[config.mk]
export PLATFORM = sky130hd
export DESIGN_NAME = width_conv_fwft_fifo_flat
export DESIGN_NICKNAME = d
export VERILOG_FILES = /design/src/rtl/wconv_fifo_pkg.sv /design/src/rtl/width_conv_fwft_fifo_if.sv /design/src/rtl/wconv_fifo_mem.sv /design/src/rtl/width_conv_fwft_fifo.sv /design/src/flat_wrapper.sv
export SDC_FILE = /design/constraint.sdc
export NUM_CORES = 1
export LEC_CHECK = 0
export ABC_CLOCK_PERIOD_IN_PS = 3900
export BUFFER_PORTS_ARGS = -buffer_cell sky130_fd_sc_hd__buf_2
export CAP_MARGIN = 20
export CORE_ASPECT_RATIO = 0.6
export CORE_UTILIZATION = 45
export DETAILED_ROUTE_END_ITERATION = 8
export MAX_ROUTING_LAYER = met4
export SLEW_MARGIN = 10
export SYNTH_ARGS = -nofsm -noshare
export SYNTH_HDL_FRONTEND = slang
export SYNTH_HIERARCHICAL = 1
export SYNTH_SLANG_ARGS = --single-unit
export TNS_END_PERCENT = 30
[constraint.sdc]
create_clock -name clk -period 3.9 [get_ports clk]
set_clock_uncertainty 0.2 [all_clocks]
set_input_delay 0.78 -clock clk [delete_from_list [all_inputs] [get_ports clk]]
set_output_delay 0.78 -clock clk [all_outputs]
set_load 0.05 [all_outputs]
[src/rtl/wconv_fifo_pkg.sv]
// Shared defaults and sizing helper for the width-converting FWFT FIFO.
package wconv_fifo_pkg;

    localparam int DEF_OUT_W = 8;
    localparam int DEF_RATIO = 4;
    localparam int DEF_DEPTH = 16;

    // A one-entry FIFO still needs a one-bit pointer.
    function automatic int ptr_w(input int depth);
        return (depth > 1) ? $clog2(depth) : 1;
    endfunction

endpackage

[src/rtl/width_conv_fwft_fifo_if.sv]
// Write/read handshake bundle for width_conv_fwft_fifo.
// Defining WCONV_FIFO_LEVEL_EN adds the level and almost_full status signals.
interface width_conv_fwft_fifo_if
    import wconv_fifo_pkg::*;
#(
    parameter int OUT_W = DEF_OUT_W,
    parameter int RATIO = DEF_RATIO,
    parameter int DEPTH = DEF_DEPTH
);
    logic                     flush;
    logic                     wr_valid;
    logic [OUT_W*RATIO-1:0]   wr_data;
    logic                     wr_ready;
    logic                     rd_valid;
    logic [OUT_W-1:0]         rd_data;
    logic                     rd_ready;
    logic                     empty;
    logic                     full;
`ifdef WCONV_FIFO_LEVEL_EN
    logic [ptr_w(DEPTH):0]    level;
    logic                     almost_full;
`endif

    modport master (
        output flush, wr_valid, wr_data, rd_ready,
        input  wr_ready, rd_valid, rd_data, empty, full
`ifdef WCONV_FIFO_LEVEL_EN
        , input level, almost_full
`endif
    );

    modport slave (
        input  flush, wr_valid, wr_data, rd_ready,
        output wr_ready, rd_valid, rd_data, empty, full
`ifdef WCONV_FIFO_LEVEL_EN
        , output level, almost_full
`endif
    );

endinterface

[src/rtl/wconv_fifo_mem.sv]
// DEPTH x OUT_W storage: one RATIO-lane write port, one asynchronous read port.
module wconv_fifo_mem
    import wconv_fifo_pkg::*;
#(
    parameter int OUT_W = DEF_OUT_W,
    parameter int RATIO = DEF_RATIO,
    parameter int DEPTH = DEF_DEPTH,
    localparam int PW   = ptr_w(DEPTH)
) (
    input  logic                   clk,
    input  logic                   i_we,
    input  logic [PW-1:0]          i_wr_ptr,
    input  logic [OUT_W*RATIO-1:0] i_wr_data,
    input  logic [PW-1:0]          i_rd_ptr,
    output logic [OUT_W-1:0]       o_rd_data
);

    logic [OUT_W-1:0] r_mem [DEPTH];

    // Lane k lands at wr_ptr+k; the PW-bit sum wraps modulo DEPTH.
    always_ff @(posedge clk) begin
        if (i_we) begin
            for (int k = 0; k < RATIO; k++) begin
                r_mem[i_wr_ptr + PW'(k)] <= i_wr_data[k*OUT_W +: OUT_W];
            end
        end
    end

    assign o_rd_data = r_mem[i_rd_ptr];

endmodule

[src/rtl/width_conv_fwft_fifo.sv]
// Wide-in / narrow-out first-word-fall-through FIFO.
// Defining WCONV_FIFO_LEVEL_EN exposes level and almost_full.
module width_conv_fwft_fifo
    import wconv_fifo_pkg::*;
#(
    parameter int OUT_W     = DEF_OUT_W,
    parameter int RATIO     = DEF_RATIO,
    parameter int DEPTH     = DEF_DEPTH,
    parameter int AFULL_LVL = DEPTH - RATIO
) (
    input  logic                    clk,
    input  logic                    rst_n,
    width_conv_fwft_fifo_if.slave   bus
);

    localparam int PW = ptr_w(DEPTH);
    localparam int CW = PW + 1;

    if (!(RATIO == 1 || RATIO == 2 || RATIO == 4 || RATIO == 8)) begin : g_bad_ratio
        $error("RATIO must be 1, 2, 4 or 8");
    end
    if ((DEPTH & (DEPTH - 1)) != 0 || (DEPTH % RATIO) != 0) begin : g_bad_depth
        $error("DEPTH must be a power of 2 and a multiple of RATIO");
    end
    if (AFULL_LVL < 0 || AFULL_LVL > DEPTH) begin : g_bad_afull
        $error("AFULL_LVL must lie in 0..DEPTH");
    end

    logic [PW-1:0]    r_wr_ptr;
    logic [PW-1:0]    r_rd_ptr;
    logic [CW-1:0]    r_count;
    logic             w_wr_en;
    logic             w_rd_en;
    logic             w_empty;
    logic [OUT_W-1:0] w_rd_word;

    assign w_empty      = (r_count == '0);
    assign bus.empty    = w_empty;
    assign bus.full     = (r_count == CW'(DEPTH));
    // Uses registered count only, so a same-cycle read never opens the write side.
    assign bus.wr_ready = ((CW'(DEPTH) - r_count) >= CW'(RATIO));
    assign bus.rd_valid = !w_empty;
    assign bus.rd_data  = w_empty ? '0 : w_rd_word;

    assign w_wr_en = bus.wr_valid && bus.wr_ready;
    assign w_rd_en = !w_empty && bus.rd_ready;

    always_ff @(posedge clk or negedge rst_n) begin
        if (!rst_n) begin
            r_wr_ptr <= '0;
            r_rd_ptr <= '0;
            r_count  <= '0;
        end else if (bus.flush) begin
            r_wr_ptr <= '0;
            r_rd_ptr <= '0;
            r_count  <= '0;
        end else begin
            if (w_wr_en) r_wr_ptr <= r_wr_ptr + PW'(RATIO);
            if (w_rd_en) r_rd_ptr <= r_rd_ptr + 1'b1;
            r_count <= r_count + (w_wr_en ? CW'(RATIO) : '0) - (w_rd_en ? CW'(1) : '0);
        end
    end

`ifdef WCONV_FIFO_LEVEL_EN
    assign bus.level       = r_count;
    assign bus.almost_full = (r_count >= CW'(AFULL_LVL));
`endif

    wconv_fifo_mem #(
        .OUT_W (OUT_W),
        .RATIO (RATIO),
        .DEPTH (DEPTH)
    ) u_mem (
        .clk       (clk),
        .i_we      (w_wr_en && !bus.flush),
        .i_wr_ptr  (r_wr_ptr),
        .i_wr_data (bus.wr_data),
        .i_rd_ptr  (r_rd_ptr),
        .o_rd_data (w_rd_word)
    );

endmodule

[src/flat_wrapper.sv]
// flat-port wrapper written by rule: the top's interface ports become plain ports
module width_conv_fwft_fifo_flat import wconv_fifo_pkg::*;
#(
    parameter int OUT_W     = DEF_OUT_W,
    parameter int RATIO     = DEF_RATIO,
    parameter int DEPTH     = DEF_DEPTH,
    parameter int AFULL_LVL = DEPTH - RATIO
)
  (clk, rst_n, bus_flush, bus_wr_valid, bus_wr_data, bus_rd_ready, bus_wr_ready, bus_rd_valid, bus_rd_data, bus_empty, bus_full);
  width_conv_fwft_fifo_if #(.OUT_W(OUT_W), .RATIO(RATIO), .DEPTH(DEPTH)) bus_i ();
  input  logic clk;
  input  logic rst_n;
  input wire logic [$bits(bus_i.flush)-1:0] bus_flush;
  input wire logic [$bits(bus_i.wr_valid)-1:0] bus_wr_valid;
  input wire logic [$bits(bus_i.wr_data)-1:0] bus_wr_data;
  input wire logic [$bits(bus_i.rd_ready)-1:0] bus_rd_ready;
  output wire logic [$bits(bus_i.wr_ready)-1:0] bus_wr_ready;
  output wire logic [$bits(bus_i.rd_valid)-1:0] bus_rd_valid;
  output wire logic [$bits(bus_i.rd_data)-1:0] bus_rd_data;
  output wire logic [$bits(bus_i.empty)-1:0] bus_empty;
  output wire logic [$bits(bus_i.full)-1:0] bus_full;
  assign bus_i.flush = bus_flush;
  assign bus_i.wr_valid = bus_wr_valid;
  assign bus_i.wr_data = bus_wr_data;
  assign bus_i.rd_ready = bus_rd_ready;
  assign bus_wr_ready = bus_i.wr_ready;
  assign bus_rd_valid = bus_i.rd_valid;
  assign bus_rd_data = bus_i.rd_data;
  assign bus_empty = bus_i.empty;
  assign bus_full = bus_i.full;
  width_conv_fwft_fifo #(.OUT_W(OUT_W), .RATIO(RATIO), .DEPTH(DEPTH), .AFULL_LVL(AFULL_LVL)) u_core (.clk(clk), .rst_n(rst_n), .bus(bus_i));
endmodule
==> impl_metrics.yaml <==
status:
  outcome: "complete, no violations"
sta:
  rsz0062_at_grt: "no"
  relSlewSlack: 0.0365
  worst_slew_pin_slew_ns: 1.44
  hold_viol: 0
  setup_viol: 0
  setup-tns-final_ns: 0
  clock.fmax_mhz: 276
  slew_viol_final: 0
  hold_ws_ns: 0.0118
  period_minus_slack_ns: 3.62
  finalCritPeriodShare: 0.928
die:
  die_w_um: 195
  initial_core_util: 0.468
  fp.coreArea_um2: 21400
  design.die.area_um2: 22900
  boundaryPins: 49
  fp.dieH_um: 118
  rows: 41
global_route:
  grt_usage: 0.365
  antenna_found_initial: 0
  grt_pass1_wl_um: 58200
  grt_max_degree: 38
  grt_overflow: 0
  grt_pass1_vias: 8410
synthesis:
  yosys.area.top_type_share: 0.383
  syn_area_um2: 10000
  synth-edff-count: 128
  ys.flop_type: "edfxtp_1"
  synth_cell_types: 51
  yosysSeqAreaShare: 0.410
  syn_avg_cell_area_um2: 9.74
  async_reset_ff_frac: 0.0791
  ys_ff_latch: 139
  synth_area_leaders: "edfxtp_1 38%, mux4_2 7.2%, o21ai_0 6.6%"
  synth_top_cell_by_area: "edfxtp_1"
  synth_commonest_cells: "132 x o21ai_0, 128 x edfxtp_1, 95 x nand3_1, 85 x clkbuf_1, 75 x a21oi_1"
  yosysWarningCount: 6
  synthCells: 1030
  yosysMostFrequentCell: "o21ai_0"
clock_network:
  cts_hold_buf: 0
  cts_root_buf: "clkbuf_16"
  postCtsSetupBuffers: 0
  clock_latency_ns: 0.44
  cts_sinks: 139
  clkSlewWorstSetupHoldPaths_ns: 0.06
  cts_buffers: 17
  cts_tree: "built"
  cts_buffer_depth: 2
  htree_levels: 4
  cts.repair.resized: 0
placement:
  portBuffers: 48
  dp_hpwl_um: 26600
  gp_congestion: 0.981
  placed_area_um2: 10400
cells_and_area:
  num-fill-cells: 1968
  layout-drive-gt1-share: 0.152
  syn_to_final_growth_pct: 8.76
  design_area_um2: 10900
  insertedDiodeCount: 0
  seq_area_um2: 4120
  nets: 1051
  multi_input_area_um2: 5370
worst_setup_path:
  max_stage_delay_ns: 0.52
  required_ns: 3.79
  path_class: "register to register"
  path_max_fanout: 10
  critPathCaptureType: "register"
  path_cells: "nor4_4 -> ha_1 -> o21ai_1 -> and3_1 -> nor2b_1 -> buf_4 -> nand3_1 -> nand3_1"
  crit_slowest_cell: "nor4_4"
  cp-start-kind: "register"
  worstPathArrival_ns: 3.51
  path_common_cell: "nand3_1"
routing:
  vias: 9429
  wirelength_um: 40600
  drt-pass1-iter-count: 7
  top_layer_used: "met4"
  ant_nets: 0
  remaining_drc_errors: 0
  vias_per_cell: 7.29
  drt-met1-wl_um: 17200
  met3_length_um: 7850
  routedWlPerCell_um: 31.4
  met2_length_um: 14800
  dr.first_iter.drc_count: 1843
power_and_ir_drop:
  leakagePower_nw: 3.51
  power_frac_comb: 0.419
  peakVddDrop_mv: 0.307
  intPower_w: 0.00365
  clkPwrFrac: 0.255
  seqPwrFrac: 0.327
  power_w: 0.00616
  switchingPower_w: 0.00251
  swShare: 0.407
  p_per_area_nw_per_um2: 564
job:
  cap_viol_max_count: 0
min_path:
  hp-class: "input port to asynchronous set/reset pin"
placed cells by master (no fill, tap or decap), drive strengths merged, types with 18 or more instances in the layout:
cell	count
a21oi	75
mux2i	65
o21ai	132
nor2	26
o22ai	64
and3	65
nand2	26
o2bb2ai	64
edfxtp	128
buf	77
clkbuf	18
mux4	32
nand3	95
worst paths after layout:
check                                          startpoint                             endpoint  slack, ns  cells after the start
max in group asynchronous                           rst_n       u_core/r_rd_ptr[0]$_DFFE_PN0P_       3.25                      1
min in group clk           u_core/r_rd_ptr[3]$_DFFE_PN0P_       u_core/r_rd_ptr[3]$_DFFE_PN0P_       0.46                      2
min reg2reg                u_core/r_rd_ptr[3]$_DFFE_PN0P_       u_core/r_rd_ptr[3]$_DFFE_PN0P_       0.46                      2
max reg2reg                   u_core/r_count[3]$_DFF_PN0_  u_core/u_mem/r_mem[14][5]$_DFFE_PP_       0.28                      8
max                           u_core/r_count[3]$_DFF_PN0_  u_core/u_mem/r_mem[14][5]$_DFFE_PP_       0.28                      8
min                                                 rst_n       u_core/r_rd_ptr[3]$_DFFE_PN0P_       0.01                      1
per-layer routing:
layer / global-route usage / up-vias
met2: 0.419 / 872
met4: 0.0876 / 0
met1: 0.543 / 4533
met3: 0.181 / 58
met5: - / -
li1: - / 3966
sequential cells by signal, summed over array words and instances (netlist names):
register	flops
u_core/r_rd_ptr	4
u_core/r_wr_ptr	2
u_core/u_mem/r_mem	128
u_core/r_count	5
area by class of cell:
cell class | count | share of cell area
inverter | 14 | 0.00481
clock inverter | 12 | 0.0117
multi-input combinational | 754 | 0.492
clock buffer | 18 | 0.0393
sequential | 139 | 0.377
tap | 279 | 0.0320
timing repair buffer | 77 | 0.0431
stage by stage:
stage                     setup slack, ns   util  instances
final                               0.280  0.509       1293
after global routing                0.182  0.509       1293
after CTS                           0.329  0.509       1293
after detailed placement            0.402  0.483       1263
after global placement              0.530  0.483       1263
after floorplan                    0.0467      -       1032
cell families (layout without fill, tap and decap cells):
group,Yosys count,after routing,synth area share
compound gates,364,364,0.222
xor+xnor,6,6,0.00673
fa+ha+maj,11,11,0.0145
buf+inv,139,121,0.0559
flops,139,139,0.410
mux,97,97,0.137
other cells,1,3,0.000374
simple gates,273,273,0.154
power by group through the flow:
stage	Sequential (W)	Clock, W	Combinational (W)
after floorplan	0.00197	0	0.00175
after global placement	0.00203	0	0.00241
after detailed placement	0.00203	0	0.00244
after CTS	0.00200	0.00158	0.00245
after global routing	0.00202	0.00163	0.00271
final	0.00201	0.00157	0.00258
critical path: cells and delay by family (launching register included):
kind / cells / cell delay (ns)
AND/OR/NAND/NOR: 5 / 1.93
AO/OA/AOI/OAI: 1 / 0.14
buffers and inverters: 1 / 0.16
adder cells (fa/ha/maj): 1 / 0.37
flip-flops: 1 / 0.46
No activity file was read; power rests on OpenSTA's default activity.
